$ cat src/rtl/jtdsp16_aau_multi_if.sv
// Decoder-side bus of the multi-pointer RAM address arithmetic unit.
// The master drives the access, update and register-file controls. The slave
// (the AAU) returns the register read-back and the registered RAM address.
interface jtdsp16_aau_multi_if #(
    parameter int AW = 11,
    parameter int DW = 16
);
    logic          cen;
    logic          upd_en;
    logic [2:0]    ptr_sel;
    logic [1:0]    inc_sel;
    logic          step_sel;
    logic [2:0]    mod_sel;
    logic          brev;
    logic          circ_dis;
    logic          wr_en;
    logic [4:0]    wr_idx;
    logic [DW-1:0] wr_data;
    logic [4:0]    rd_idx;
    logic [DW-1:0] rd_data;
    logic [AW-1:0] addr;
    logic          addr_valid;
    logic          wrapped;

    modport master (
        output cen, upd_en, ptr_sel, inc_sel, step_sel, mod_sel, brev, circ_dis,
        output wr_en, wr_idx, wr_data, rd_idx,
        input  rd_data, addr, addr_valid, wrapped
    );

    modport slave (
        input  cen, upd_en, ptr_sel, inc_sel, step_sel, mod_sel, brev, circ_dis,
        input  wr_en, wr_idx, wr_data, rd_idx,
        output rd_data, addr, addr_valid, wrapped
    );
endinterface

$ cat src/rtl/jtdsp16_aau_multi.sv
// Multi-pointer RAM address arithmetic unit.
// NPTR pointers, each with its own circular base/end pair, and NMOD shared
// modifiers. Each update issues the current pointer as a registered RAM
// address and then post-modifies the pointer. The post-modify is a linear
// step with optional circular wrap, or a bit-reversed step for FFT addressing.
// Index slots at or above NPTR/NMOD are tied to zero. Out-of-range reads and
// accesses therefore return 0, and a modifier index that is out of range
// gives a zero step.
module jtdsp16_aau_multi #(
    parameter int AW   = 11,
    parameter int DW   = 16,
    parameter int NPTR = 4,
    parameter int NMOD = 2
) (
    input  logic               clk,
    input  logic               rst,
    jtdsp16_aau_multi_if.slave bus
);

    logic [AW-1:0] p_arr [0:7];
    logic [AW-1:0] b_arr [0:7];
    logic [AW-1:0] e_arr [0:7];
    logic [AW-1:0] m_arr [0:7];

    logic [AW-1:0] wr_lo;
    logic [AW-1:0] wr_mod;
    logic [AW-1:0] rd_val;
    logic          rd_is_mod;

    logic [AW-1:0] cur_p;
    logic [AW-1:0] cur_b;
    logic [AW-1:0] cur_e;
    logic [AW-1:0] unit_step;
    logic [AW-1:0] step;
    logic [AW-1:0] lin_sum;
    logic [AW-1:0] rev_sum;
    logic [AW-1:0] next_p;
    logic          step_pos;
    logic          step_neg;
    logic          circ_act;
    logic          do_wrap;
    logic          wr_same_ptr;

    logic [AW-1:0] addr_reg;
    logic          addr_valid_reg;
    logic          wrapped_reg;

    function automatic logic [AW-1:0] bit_rev(input logic [AW-1:0] v);
        logic [AW-1:0] r;
        for (int i = 0; i < AW; i++) begin
            r[i] = v[AW-1-i];
        end
        return r;
    endfunction

    // Pointer, base and end take the low AW bits. Modifiers are sign-adjusted to AW bits.
    assign wr_lo  = AW'(bus.wr_data);
    assign wr_mod = AW'($signed(bus.wr_data));

    // Per-slot pointer/base/end registers. Slots at or above NPTR read as 0.
    for (genvar gi = 0; gi < 8; gi++) begin : g_ptr
        if (gi < NPTR) begin : g_on
            logic [AW-1:0] p_reg;
            logic [AW-1:0] b_reg;
            logic [AW-1:0] e_reg;

            // A register write has priority over the post-modify of the same pointer.
            always_ff @(posedge clk or posedge rst) begin
                if (rst) begin
                    p_reg <= '0;
                    b_reg <= '0;
                    e_reg <= '0;
                end else if (bus.cen) begin
                    if (bus.wr_en && bus.wr_idx == {2'd0, 3'(gi)})
                        p_reg <= wr_lo;
                    else if (bus.upd_en && bus.ptr_sel == 3'(gi))
                        p_reg <= next_p;
                    if (bus.wr_en && bus.wr_idx == {2'd1, 3'(gi)})
                        b_reg <= wr_lo;
                    if (bus.wr_en && bus.wr_idx == {2'd2, 3'(gi)})
                        e_reg <= wr_lo;
                end
            end

            assign p_arr[gi] = p_reg;
            assign b_arr[gi] = b_reg;
            assign e_arr[gi] = e_reg;
        end else begin : g_off
            assign p_arr[gi] = '0;
            assign b_arr[gi] = '0;
            assign e_arr[gi] = '0;
        end
    end

    // Shared modifier registers. Slots at or above NMOD read as 0.
    for (genvar gi = 0; gi < 8; gi++) begin : g_mod
        if (gi < NMOD) begin : g_on
            logic [AW-1:0] m_reg;

            // Modifier load.
            always_ff @(posedge clk or posedge rst) begin
                if (rst)
                    m_reg <= '0;
                else if (bus.cen && bus.wr_en && bus.wr_idx == {2'd3, 3'(gi)})
                    m_reg <= wr_mod;
            end

            assign m_arr[gi] = m_reg;
        end else begin : g_off
            assign m_arr[gi] = '0;
        end
    end

    // Combinational read-back mux. Only modifiers are sign-extended.
    always_comb begin
        rd_val    = '0;
        rd_is_mod = 1'b0;
        case (bus.rd_idx[4:3])
            2'd0:    rd_val = p_arr[bus.rd_idx[2:0]];
            2'd1:    rd_val = b_arr[bus.rd_idx[2:0]];
            2'd2:    rd_val = e_arr[bus.rd_idx[2:0]];
            default: begin
                rd_val    = m_arr[bus.rd_idx[2:0]];
                rd_is_mod = 1'b1;
            end
        endcase
    end

    assign bus.rd_data = rd_is_mod ? DW'($signed(rd_val)) : DW'(rd_val);

    assign cur_p = p_arr[bus.ptr_sel];
    assign cur_b = b_arr[bus.ptr_sel];
    assign cur_e = e_arr[bus.ptr_sel];

    // Unit step decode: -1, 0, +1, +2.
    always_comb begin
        unit_step = '0;
        case (bus.inc_sel)
            2'd0:    unit_step = '1;
            2'd1:    unit_step = '0;
            2'd2:    unit_step = AW'(1);
            default: unit_step = AW'(2);
        endcase
    end

    assign step     = bus.step_sel ? m_arr[bus.mod_sel] : unit_step;
    assign lin_sum  = cur_p + step;
    assign rev_sum  = bit_rev(bit_rev(cur_p) + bit_rev(step));
    assign step_neg = step[AW-1];
    assign step_pos = !step[AW-1] && (step != '0);

    // A circular buffer is enabled by a non-zero end. Wrap happens only on an exact hit of the boundary.
    assign circ_act = (cur_e != '0) && !bus.circ_dis && !bus.brev;
    assign do_wrap  = circ_act && ((step_pos && cur_p == cur_e) ||
                                   (step_neg && cur_p == cur_b));

    // Next pointer value: wrap target, bit-reversed sum or linear sum.
    always_comb begin
        next_p = bus.brev ? rev_sum : lin_sum;
        if (do_wrap)
            next_p = step_pos ? cur_b : cur_e;
    end

    // A write to the updated pointer in the same cycle cancels the wrap indication.
    assign wr_same_ptr = bus.wr_en && bus.wr_idx[4:3] == 2'd0 &&
                         bus.wr_idx[2:0] == bus.ptr_sel;

    // Registered RAM address, its valid flag and the one-cycle wrap pulse.
    always_ff @(posedge clk or posedge rst) begin
        if (rst) begin
            addr_reg       <= '0;
            addr_valid_reg <= 1'b0;
            wrapped_reg    <= 1'b0;
        end else if (bus.cen) begin
            if (bus.upd_en) begin
                addr_reg       <= cur_p;
                addr_valid_reg <= 1'b1;
                wrapped_reg    <= do_wrap && !wr_same_ptr;
            end else begin
                addr_valid_reg <= 1'b0;
                wrapped_reg    <= 1'b0;
            end
        end
    end

    assign bus.addr       = addr_reg;
    assign bus.addr_valid = addr_valid_reg;
    assign bus.wrapped    = wrapped_reg;

endmodule

$ cat src/flat_wrapper.sv
// flat-port wrapper written by rule: the top's interface ports become plain ports
module jtdsp16_aau_multi_flat 
#(
    parameter int AW   = 11,
    parameter int DW   = 16,
    parameter int NPTR = 4,
    parameter int NMOD = 2
)
  (clk, rst, bus_cen, bus_upd_en, bus_ptr_sel, bus_inc_sel, bus_step_sel, bus_mod_sel, bus_brev, bus_circ_dis, bus_wr_en, bus_wr_idx, bus_wr_data, bus_rd_idx, bus_rd_data, bus_addr, bus_addr_valid, bus_wrapped);
  jtdsp16_aau_multi_if #(.AW(AW), .DW(DW)) bus_i ();
  input  logic clk;
  input  logic rst;
  input wire logic [$bits(bus_i.cen)-1:0] bus_cen;
  input wire logic [$bits(bus_i.upd_en)-1:0] bus_upd_en;
  input wire logic [$bits(bus_i.ptr_sel)-1:0] bus_ptr_sel;
  input wire logic [$bits(bus_i.inc_sel)-1:0] bus_inc_sel;
  input wire logic [$bits(bus_i.step_sel)-1:0] bus_step_sel;
  input wire logic [$bits(bus_i.mod_sel)-1:0] bus_mod_sel;
  input wire logic [$bits(bus_i.brev)-1:0] bus_brev;
  input wire logic [$bits(bus_i.circ_dis)-1:0] bus_circ_dis;
  input wire logic [$bits(bus_i.wr_en)-1:0] bus_wr_en;
  input wire logic [$bits(bus_i.wr_idx)-1:0] bus_wr_idx;
  input wire logic [$bits(bus_i.wr_data)-1:0] bus_wr_data;
  input wire logic [$bits(bus_i.rd_idx)-1:0] bus_rd_idx;
  output wire logic [$bits(bus_i.rd_data)-1:0] bus_rd_data;
  output wire logic [$bits(bus_i.addr)-1:0] bus_addr;
  output wire logic [$bits(bus_i.addr_valid)-1:0] bus_addr_valid;
  output wire logic [$bits(bus_i.wrapped)-1:0] bus_wrapped;
  assign bus_i.cen = bus_cen;
  assign bus_i.upd_en = bus_upd_en;
  assign bus_i.ptr_sel = bus_ptr_sel;
  assign bus_i.inc_sel = bus_inc_sel;
  assign bus_i.step_sel = bus_step_sel;
  assign bus_i.mod_sel = bus_mod_sel;
  assign bus_i.brev = bus_brev;
  assign bus_i.circ_dis = bus_circ_dis;
  assign bus_i.wr_en = bus_wr_en;
  assign bus_i.wr_idx = bus_wr_idx;
  assign bus_i.wr_data = bus_wr_data;
  assign bus_i.rd_idx = bus_rd_idx;
  assign bus_rd_data = bus_i.rd_data;
  assign bus_addr = bus_i.addr;
  assign bus_addr_valid = bus_i.addr_valid;
  assign bus_wrapped = bus_i.wrapped;
  jtdsp16_aau_multi #(.AW(AW), .DW(DW), .NPTR(NPTR), .NMOD(NMOD)) u_core (.clk(clk), .rst(rst), .bus(bus_i));
endmodule
$ cat config.mk
export PLATFORM = sky130hd
export DESIGN_NAME = jtdsp16_aau_multi_flat
export DESIGN_NICKNAME = d
export VERILOG_FILES = /design/src/rtl/jtdsp16_aau_multi_if.sv /design/src/rtl/jtdsp16_aau_multi.sv /design/src/flat_wrapper.sv
export SDC_FILE = /design/constraint.sdc
export NUM_CORES = 1
export LEC_CHECK = 0
export BUFFER_PORTS_ARGS = -buffer_cell sky130_fd_sc_hd__buf_2
export CORE_MARGIN = 5
export CORE_UTILIZATION = 40
export CTS_CLUSTER_DIAMETER = 30
export DETAILED_ROUTE_END_ITERATION = 8
export SYNTH_ARGS = -nofsm -noshare
export SYNTH_HDL_FRONTEND = slang
export SYNTH_SLANG_ARGS = --single-unit
export TNS_END_PERCENT = 30
$ cat constraint.sdc
create_clock -name clk -period 12.2 [get_ports clk]
set_input_delay 2.44 -clock clk [delete_from_list [all_inputs] [get_ports clk]]
set_output_delay 2.44 -clock clk [all_outputs]
set_load 0.05 [all_outputs]
== Word level (Yosys, flattened, before mapping) ==
Index checks and enable logic that the tools add are counted.

* Flip-flop bits (word level): 167
* Bits of input ports: 42

* Add/subtract/negate cells: 2
* Magnitude comparators: 3
* Equality and inequality tests: 23
* Mux-type cells: 41
* Bitwise gates (word level): 3
* Reductions and logical operators: 58

{| class="wikitable"
|+ Operators with widths
! cell !! count
|-
| $mux 11 || 28
|-
| $bmux 11 s3 || 8
|-
| $pmux 11 s3 || 2
|-
| $eq 5x5->1 const B || 6
|-
| $logic_and 1x1->1 || 28
|-
| $reduce_and 2->1 || 13
|-
| $add 11x11->11 || 2
|-
| $eq 11x11->1 || 2
|-
| $reduce_bool 11->1 || 2
|-
| $eq 5x4->1 const B || 4
|-
| $mux 16 || 1
|-
| $ge 4x4->1 const B || 3
|-
| $not 3->4 || 3
|-
| $eq 5x2->1 const B || 2
|-
| $reduce_bool 2->1 || 4
|-
| $eq 3x2->1 const B || 2
|-
| $logic_not 2->1 || 3
|-
| $eq 5x1->1 const B || 1
|-
| $logic_not 5->1 || 1
|-
| $eq 2x1->1 const B || 2
|-
| $eq 2x2->1 const B || 2
|-
| $logic_not 1->1 || 4
|-
| $eq 3x1->1 const B || 1
|-
| $eq 3x3->1 || 1
|-
| other kinds (4) || 5
|}

== Logic depth before layout (Yosys ltp) ==
Gate-level depths: netlist of run 1.

* Depth after elaboration: 13
* Mapped depth: 16

== Least setup slack after synthesis of run 1 ==
OpenSTA, ideal clock, no wires.

* Kind: input port to output port
* Start: input port bus_rd_idx[0]
* End: output port bus_rd_data[1]
* Arrival time: 5210 ps
* Required time: 9760 ps
* Path slack: 4550 ps
* Stages: 6
* Path buffers: 3
* Path through: clkbuf_1 > buf_1 > clkbuf_1 > mux4_2 > mux2i_1 > a211oi_1

* Longest elaborated chain between the ends: 6

{| class="wikitable"
|+ RTL lines
! element !! line !! RTL
|-
| start, declared || flat_wrapper.sv:24 || <nowiki>input wire logic [$bits(bus_i.rd_idx)-1:0] bus_rd_idx;</nowiki>
|-
| $not 3->4 (implied by the code) * || n/a ||
|-
| $bmux 11 s3 (on tied branches) || n/a ||
|-
| $mux 11 (on tied branches) (2 in series) || n/a ||
|-
| $pmux 11 s3 * || jtdsp16_aau_multi.sv:118 || <nowiki>case (bus.rd_idx[4:3])</nowiki>
|-
| $mux 16 * || jtdsp16_aau_multi.sv:129 || <nowiki>assign bus.rd_data = rd_is_mod ? DW'($signed(rd_val)) : DW'(rd_val);</nowiki>
|-
| end, declared || flat_wrapper.sv:25 || <nowiki>output wire logic [$bits(bus_i.rd_data)-1:0] bus_rd_data;</nowiki>
|}

Mark *: on every way between the ends. The rest lies on a longest branch, timed or not. The select of a mux whose other input is x is not followed.

== Worst setup path after layout of run 1 ==
* Start: input port bus_rd_idx[0]
* End: output port bus_rd_data[10]

Same word-level chain as after synthesis.

==> results of run 1 <==
-- through the flow --
stage,area (sq um),std cells,hold slack (ps),utilization [%]
detailed placement,11700,1368,468,42.1
CTS,12300,1400,483,44.3
global route,12300,1400,505,44.3
floorplan,11300,984,467,-
global placement,11700,1368,462,42.1
finish,12300,1400,473,44.3
-- cells by family after synthesis --
kind of cell | after synthesis | synth area share (%)
flip-flops | 167 | 37.1
AND/OR/NAND/NOR | 204 | 9.79
multiplexers | 235 | 30.3
buffers and inverters | 100 | 5.17
AO/OA/AOI/OAI | 229 | 13.2
adder cells (fa/ha/maj) | 14 | 1.69
XOR/XNOR | 35 | 2.72
-- layout make-up --
type | instances | area [sq um]
fill | 2651 | 15500
multi-input combinational | 717 | 6510
sequential | 167 | 4180
tap | 378 | 473
timing repair buffer | 82 | 453
clock buffer | 19 | 433
clock inverter | 13 | 160
inverter | 24 | 95.1
-- worst max-delay path by stage --
stage	from	to	slack, ps
finish	bus_rd_idx[0]	bus_rd_data[10]	4930
global route	bus_rd_idx[0]	bus_rd_data[10]	4860
CTS	bus_rd_idx[0]	bus_rd_data[10]	4970
detailed placement	bus_rd_idx[0]	bus_rd_data[10]	4970
global placement	bus_rd_idx[0]	bus_rd_data[10]	4980
floorplan	bus_rd_idx[0]	bus_rd_data[1]	4550
-- layout by cell type, fill, tap and decap left out, drive strengths merged, types with 4 or more instances in the layout --
master	instances
a211oi	19
a21oi	88
a31oi	7
and3	20
buf	82
clkbuf	19
dfrtp	167
ha	12
inv	30
mux2	133
mux2i	36
mux4	66
nand2	36
nand2b	9
nand3	9
nand4	5
nand4b	4
nor2	58
nor2b	13
nor3	27
nor4	5
o211ai	4
o21a	6
o21ai	47
o22ai	6
o31ai	26
or3	4
xnor2	22
xor2	13
-- power breakdown --
group	internal, uW	leakage [uW]	switching [uW]	total (uW)
clock network	309	0.000281	257	566
logic	286	0.00297	369	655
registers	664	0.00214	95.7	759
total	1260	0.00539	721	1980
-- critical path, cell delays in order --
cell,delay [ps]
buf_2,70
buf_4,620
mux4_2,590
mux2i_1,150
nor2_1,80
a31oi_1,430
o22ai_1,160
buf_2,240
-- routing by layer --
metal | vias to the layer above | share of wire, %
li1 | 3780 | -
met3 | 47 | 7.7
met4 | 0 | 2.7
met1 | 4410 | 43
met2 | 385 | 47
met5 | - | 0
==> results.yml, run 1 <==
synth:
  synthesis.nets: 1040
  synth.top_cell.area_share_pct: 37.1
  synthFlopType: "dfrtp_1"
  synth.most_common_cell: "dfrtp_1"
  synth_area_leaders: "dfrtp_1, mux2_2, mux4_2"
  synth-async-reset-ratio_pct: 100
  synth_common_cells: "dfrtp_1, mux2_2, a21oi_1, nor2_1, mux4_2"
  syn_area_sq_um: 11300
  yosys_warnings: 0
  synth_edf_count: 0
  yosys.area.top_type: "dfrtp_1"
  ys_ff_latch: 167
  avgSynthCellArea_sq_um: 11.4
  synth_cell_types: 79
  synthCells: 984
  yosysSeqAreaShare_pct: 37.1
worst_setup_path:
  path_max_fanout: 44
  cp-start-kind: "input pin"
  reg2reg_depth: 11
  r2r-end: "u_core.g_ptr[3].g_on.p_reg[6]"
  regToRegSetupSlack_ps: 8050
  reg2reg_from: "u_core.g_ptr[1].g_on.p_reg[0]"
  cp-end-kind: "output port"
  crit_required_ps: 9760
  cp.arrival_ps: 4830
  critical_path_class: "in -> out"
placed_design:
  gp_congestion: 0.877
  pre_cts_ws_ps: 4970
  port_buffers: 65
  dp_hpwl_mm: 24.4
min_path:
  hp-class: "reg -> reg"
  min_path_cells: 2
  hold_start: "u_core.bus.addr[9]"
  min_to: "u_core.bus.addr[9]"
routing:
  firstDrtPassIters: 7
  drc_errors: 0
  ant_nets: 0
  vias: 8622
  routed_via_density: 6.16
  drt_iter0_drc: 845
  routed_wl_mm: 34.8
  drt-wirelength-per-cell_um: 24.8
global_route:
  met1_usage_pct: 31.7
  first_global_vias: 8327
  use_met2_pct: 33.9
  grt_max_degree: 74
  grt_antenna_before_repair: 0
  grt_pass1_wl_mm: 52.1
  gr-total-overflow: 0
  top_usage_layer: "met2"
  use_met3_pct: 4.24
  grt.total_usage_pct: 22.1
die:
  coreArea_sq_um: 27800
  start_util_pct: 40.5
  dieArea_sq_um: 31600
  fp-row-count: 61
  io_pins: 71
  die_x_um: 178
  dieHeight_um: 178
final_layout:
  drive_above_1_share_pct: 32.6
  nNetsFinal: 1065
  diodes: 0
  area_growth_pct: 9.27
power_and_ir_drop:
  leakage_uw: 0.00539
  power_density_nw_per_um2: 161
  power_uw: 1980
  ir_drop_mv: 0.0800
sta:
  max_freq_ghz: 0.138
  finalSetupViolations: 0
  finalMaxSlewViolations: 0
  slew_headroom_pct: 14.3
  worst_pin_slew_ps: 1280
  final_hold_viol_count: 0
  finalCritPeriodShare_pct: 59.6
  skew_ps: 14.5
  fin_setup_tns_ps: 0
  fin_crit_ps: 7270
  rsz0062_at_grt: "no"
  setup_slack_ps: 4930
cts:
  cts-htree-levels: 4
  clk_pin_slew_ps: 70
  cts_resized: 0
  clock_latency_ps: 450
  cts_hold_buffers: 0
  cts_setup_buffers: 0
  clkSinkCount: 167
  cts_tree: "done"
  cts_root_buffer: "clkbuf_16"
  clockBufferDepth: 2
  cts_buffers: 17
run:
  cap_violations: 0
status:
  status: "finished, final reports clean"
Power figures use the tool's default switching activity.
==> run 2: changes to the inputs <==
Settings changed: ABC_AREA from default to 1.
Clock period 12.2 ns to 6.6 ns, I/O delays scaled along.
==> run 2 against run 1 <==
Sequential power increased by 79%. Sequential share of layout area shrank 0.28 points. Final area is 0.84% higher. Die area grew 0.55%. Sequential cell count unchanged. Critical path depth is 1 lower. Global-route usage is 6.3 points higher. Critical endpoint is now bus_rd_data[3]. Largest cell class unchanged.
==> results.yml, run 2 <==
sta:
  slew_headroom_pct: 25.2
  finalMaxSlewViolations: 0
  finalCritPeriodShare_pct: 76.8
  rsz0062_at_grt: "no"
  fin_setup_tns_ps: 0
  finalSetupViolations: 0
  fin_crit_ps: 5070
  final_hold_viol_count: 0
  skew_ps: 16.6
  max_freq_ghz: 0.197
  worst_pin_slew_ps: 1110
global_route:
  gr-total-overflow: 0
  grt_pass1_wl_mm: 68.2
  grt_antenna_before_repair: 1
  first_global_vias: 11000
  grt.total_usage_pct: 28.5
  grt_max_degree: 69
final_layout:
  nNetsFinal: 1838
  layout_common_cells: "nand2_1, o21ai_0, dfrtp_1, nor2_1, nand3_1"
  diodes: 0
  area_growth_pct: 9.56
  final_common_cell: "nand2_1"
  n_fill_cell: 3010
  final_cells: 2173
  drive_above_1_share_pct: 7.41
synth:
  synthesis.nets: 1844
  synthAdderAreaFrac_pct: 1.68
  synth_top_family_by_area: "simple AND/OR/NAND/NOR gates"
  avgSynthCellArea_sq_um: 6.33
  synthCells: 1788
  synth-compound-area-share_pct: 17.9
  synth_common_cells: "nand2_1, o21ai_0, dfrtp_1, nor2_1, nand3_1"
  synth_edf_count: 0
  synth_mux_area_share_pct: 0
  synth-async-reset-ratio_pct: 100
  ys_ff_latch: 167
  synth_area_leaders: "dfrtp_1, nand2_1, o21ai_0"
  synthSimpleGateAreaFrac_pct: 33.9
  yosys_warnings: 0
  yosys.area.top_type: "dfrtp_1"
  synth_xor_xnor_area_share_pct: 0.774
  syn_area_sq_um: 11300
  synth.most_common_cell: "nand2_1"
  yosysSeqAreaShare_pct: 36.9
  synth.top_cell.area_share_pct: 36.9
  synthFlopType: "dfrtp_1"
  synth_cell_types: 37
worst_setup_path:
  path_max_fanout: 68
  reg2reg_depth: 14
  slowest_stage: "o21ai_0"
  critical_path_class: "in -> out"
  cp-start-kind: "input pin"
  slowest_delay_ps: 850
  crit_path_cell_trace: "buf_2, buf_4, o21ai_0, o21ai_0, nand2_1, a32oi_1, buf_2"
  critPathTopFamily: "compound AO/OA/AOI/OAI gates"
  cp-end-kind: "output port"
  critPathBufInv: 3
  crit_required_ps: 5280
  cp_num_cells: 7
  cp.arrival_ps: 3750
power_and_ir_drop:
  pwr-share-comb_pct: 29.8
  p_sw_uw: 1380
  leakage_uw: 0.00647
  power_density_nw_per_um2: 275
  p_int_uw: 2030
  swShare_pct: 40.5
  ir_drop_mv: 0.134
  p_clk_share_pct: 30.4
  pwr-share-seq_pct: 39.8
routing:
  drc_errors: 0
  routed_via_density: 5.61
  vias: 12200
  ant_nets: 0
  firstDrtPassIters: 6
  drt_iter0_drc: 1606
  routed_wl_mm: 44.7
  drt-wirelength-per-cell_um: 20.6
die:
  io_pins: 71
  die_x_um: 178
  coreArea_sq_um: 27900
  start_util_pct: 40.6
  dieHeight_um: 178
  fp-row-count: 61
  dieArea_sq_um: 31800
cts:
  clock_latency_ps: 450
  cts_buffers: 17
  cts_hold_buffers: 0
  cts_setup_buffers: 0
  cts-htree-levels: 4
  cts_root_buffer: "clkbuf_16"
  clkSinkCount: 167
  cts_tree: "done"
  cts_resized: 0
  clk_pin_slew_ps: 70
  clockBufferDepth: 2
placed_design:
  dp.cells: 2141
  gp_congestion: 0.984
  port_buffers: 65
  dp_hpwl_mm: 31.2
status:
  status: "finished, final reports clean"
run:
  cap_violations: 0
min_path:
  min_path_cells: 2
  hp-class: "reg -> reg"
-- run 2: cell type report --
class | count | area, sq um | share of cell area [%]
Timing Repair Buffer | 88 | 510 | 4.12
Sequential cell | 167 | 4180 | 33.7
Clock buffer | 18 | 439 | 3.54
Clock inverter | 14 | 149 | 1.20
Tap cell | 378 | 473 | 3.81
Inverter | 133 | 504 | 4.06
Multi-Input combinational cell | 1375 | 6150 | 49.6
-- run 2: routing by layer --
metal	share of wire, %	vias up	GRT usage [%]	wire (um)
met4	3.2	2	9.15	1430
met2	44	631	43.9	19600
met3	9.7	84	5.38	4340
met1	43	5706	40.4	19400
li1	-	5773	-	-
met5	0.034	-	0	15
-- run 2: metrics by stage --
step           hold slack (ps)  setup slack (ps)  cell area (sq um)  utilization [%]  power [uW]
5_1_grt                    497              1390              12400             44.5        3600
3_5_place_dp               453              1430              11800             42.4        2370
3_3_place_gp               449              1460              11800             42.4        2360
4_1_cts                    471              1600              12400             44.5        3400
6_report                   468              1530              12400             44.5        3420
2_1_floorplan              453               762              11300                -        2040
-- run 2: power groups by stage --
stage / combinational (uW) / sequential, uW / clock, uW
final: 1020 / 1360 / 1040
after global routing: 1130 / 1380 / 1090
after CTS: 1000 / 1350 / 1050
after detailed placement: 995 / 1370 / 0
after global placement: 986 / 1370 / 0
after floorplan: 668 / 1380 / 0
-- run 2: cell families (layout without fill, tap and decap cells) --
kind of cell / Yosys count / in the layout
adders and majority gates: 14 / 14
and+or+nand+nor: 962 / 962
AOI/OAI and AO/OA: 389 / 389
xor gates and xnor gates: 10 / 10
buffers and inverters: 246 / 253
DFF: 167 / 167
-- run 2: final timing paths --
| path | slack [ps] | startpoint | endpoint |
|---|---|---|---|
| max | 1530 | bus_rd_idx[0] | bus_rd_data[3] |
| min | 470 | u_core.bus.addr_valid | u_core.bus.addr_valid |
| max reg2reg | 2890 | u_core.g_mod[0].g_on.m_reg[7] | u_core.g_ptr[3].g_on.p_reg[9] |
| min reg2reg | 470 | u_core.bus.addr_valid | u_core.bus.addr_valid |
| max in group asynchronous | 4320 | rst | u_core.g_ptr[0].g_on.p_reg[3] |
| min in group asynchronous | 950 | rst | u_core.g_ptr[3].g_on.b_reg[8] |
-- run 2: worst reg2reg max path, cell delays in order, from the launching register on --
cell and delay [ps]:
dfrtp_1 370, or2_2 110, nand3_1 80, a21oi_1 500
nor2_1 110, nand3_1 370, nand2_1 210, inv_1 360
nand3_1 120, nand2_1 320, nand2_1 380, nand2_1 370
nand3_1 130, nand2_1 90, nand2_1 60
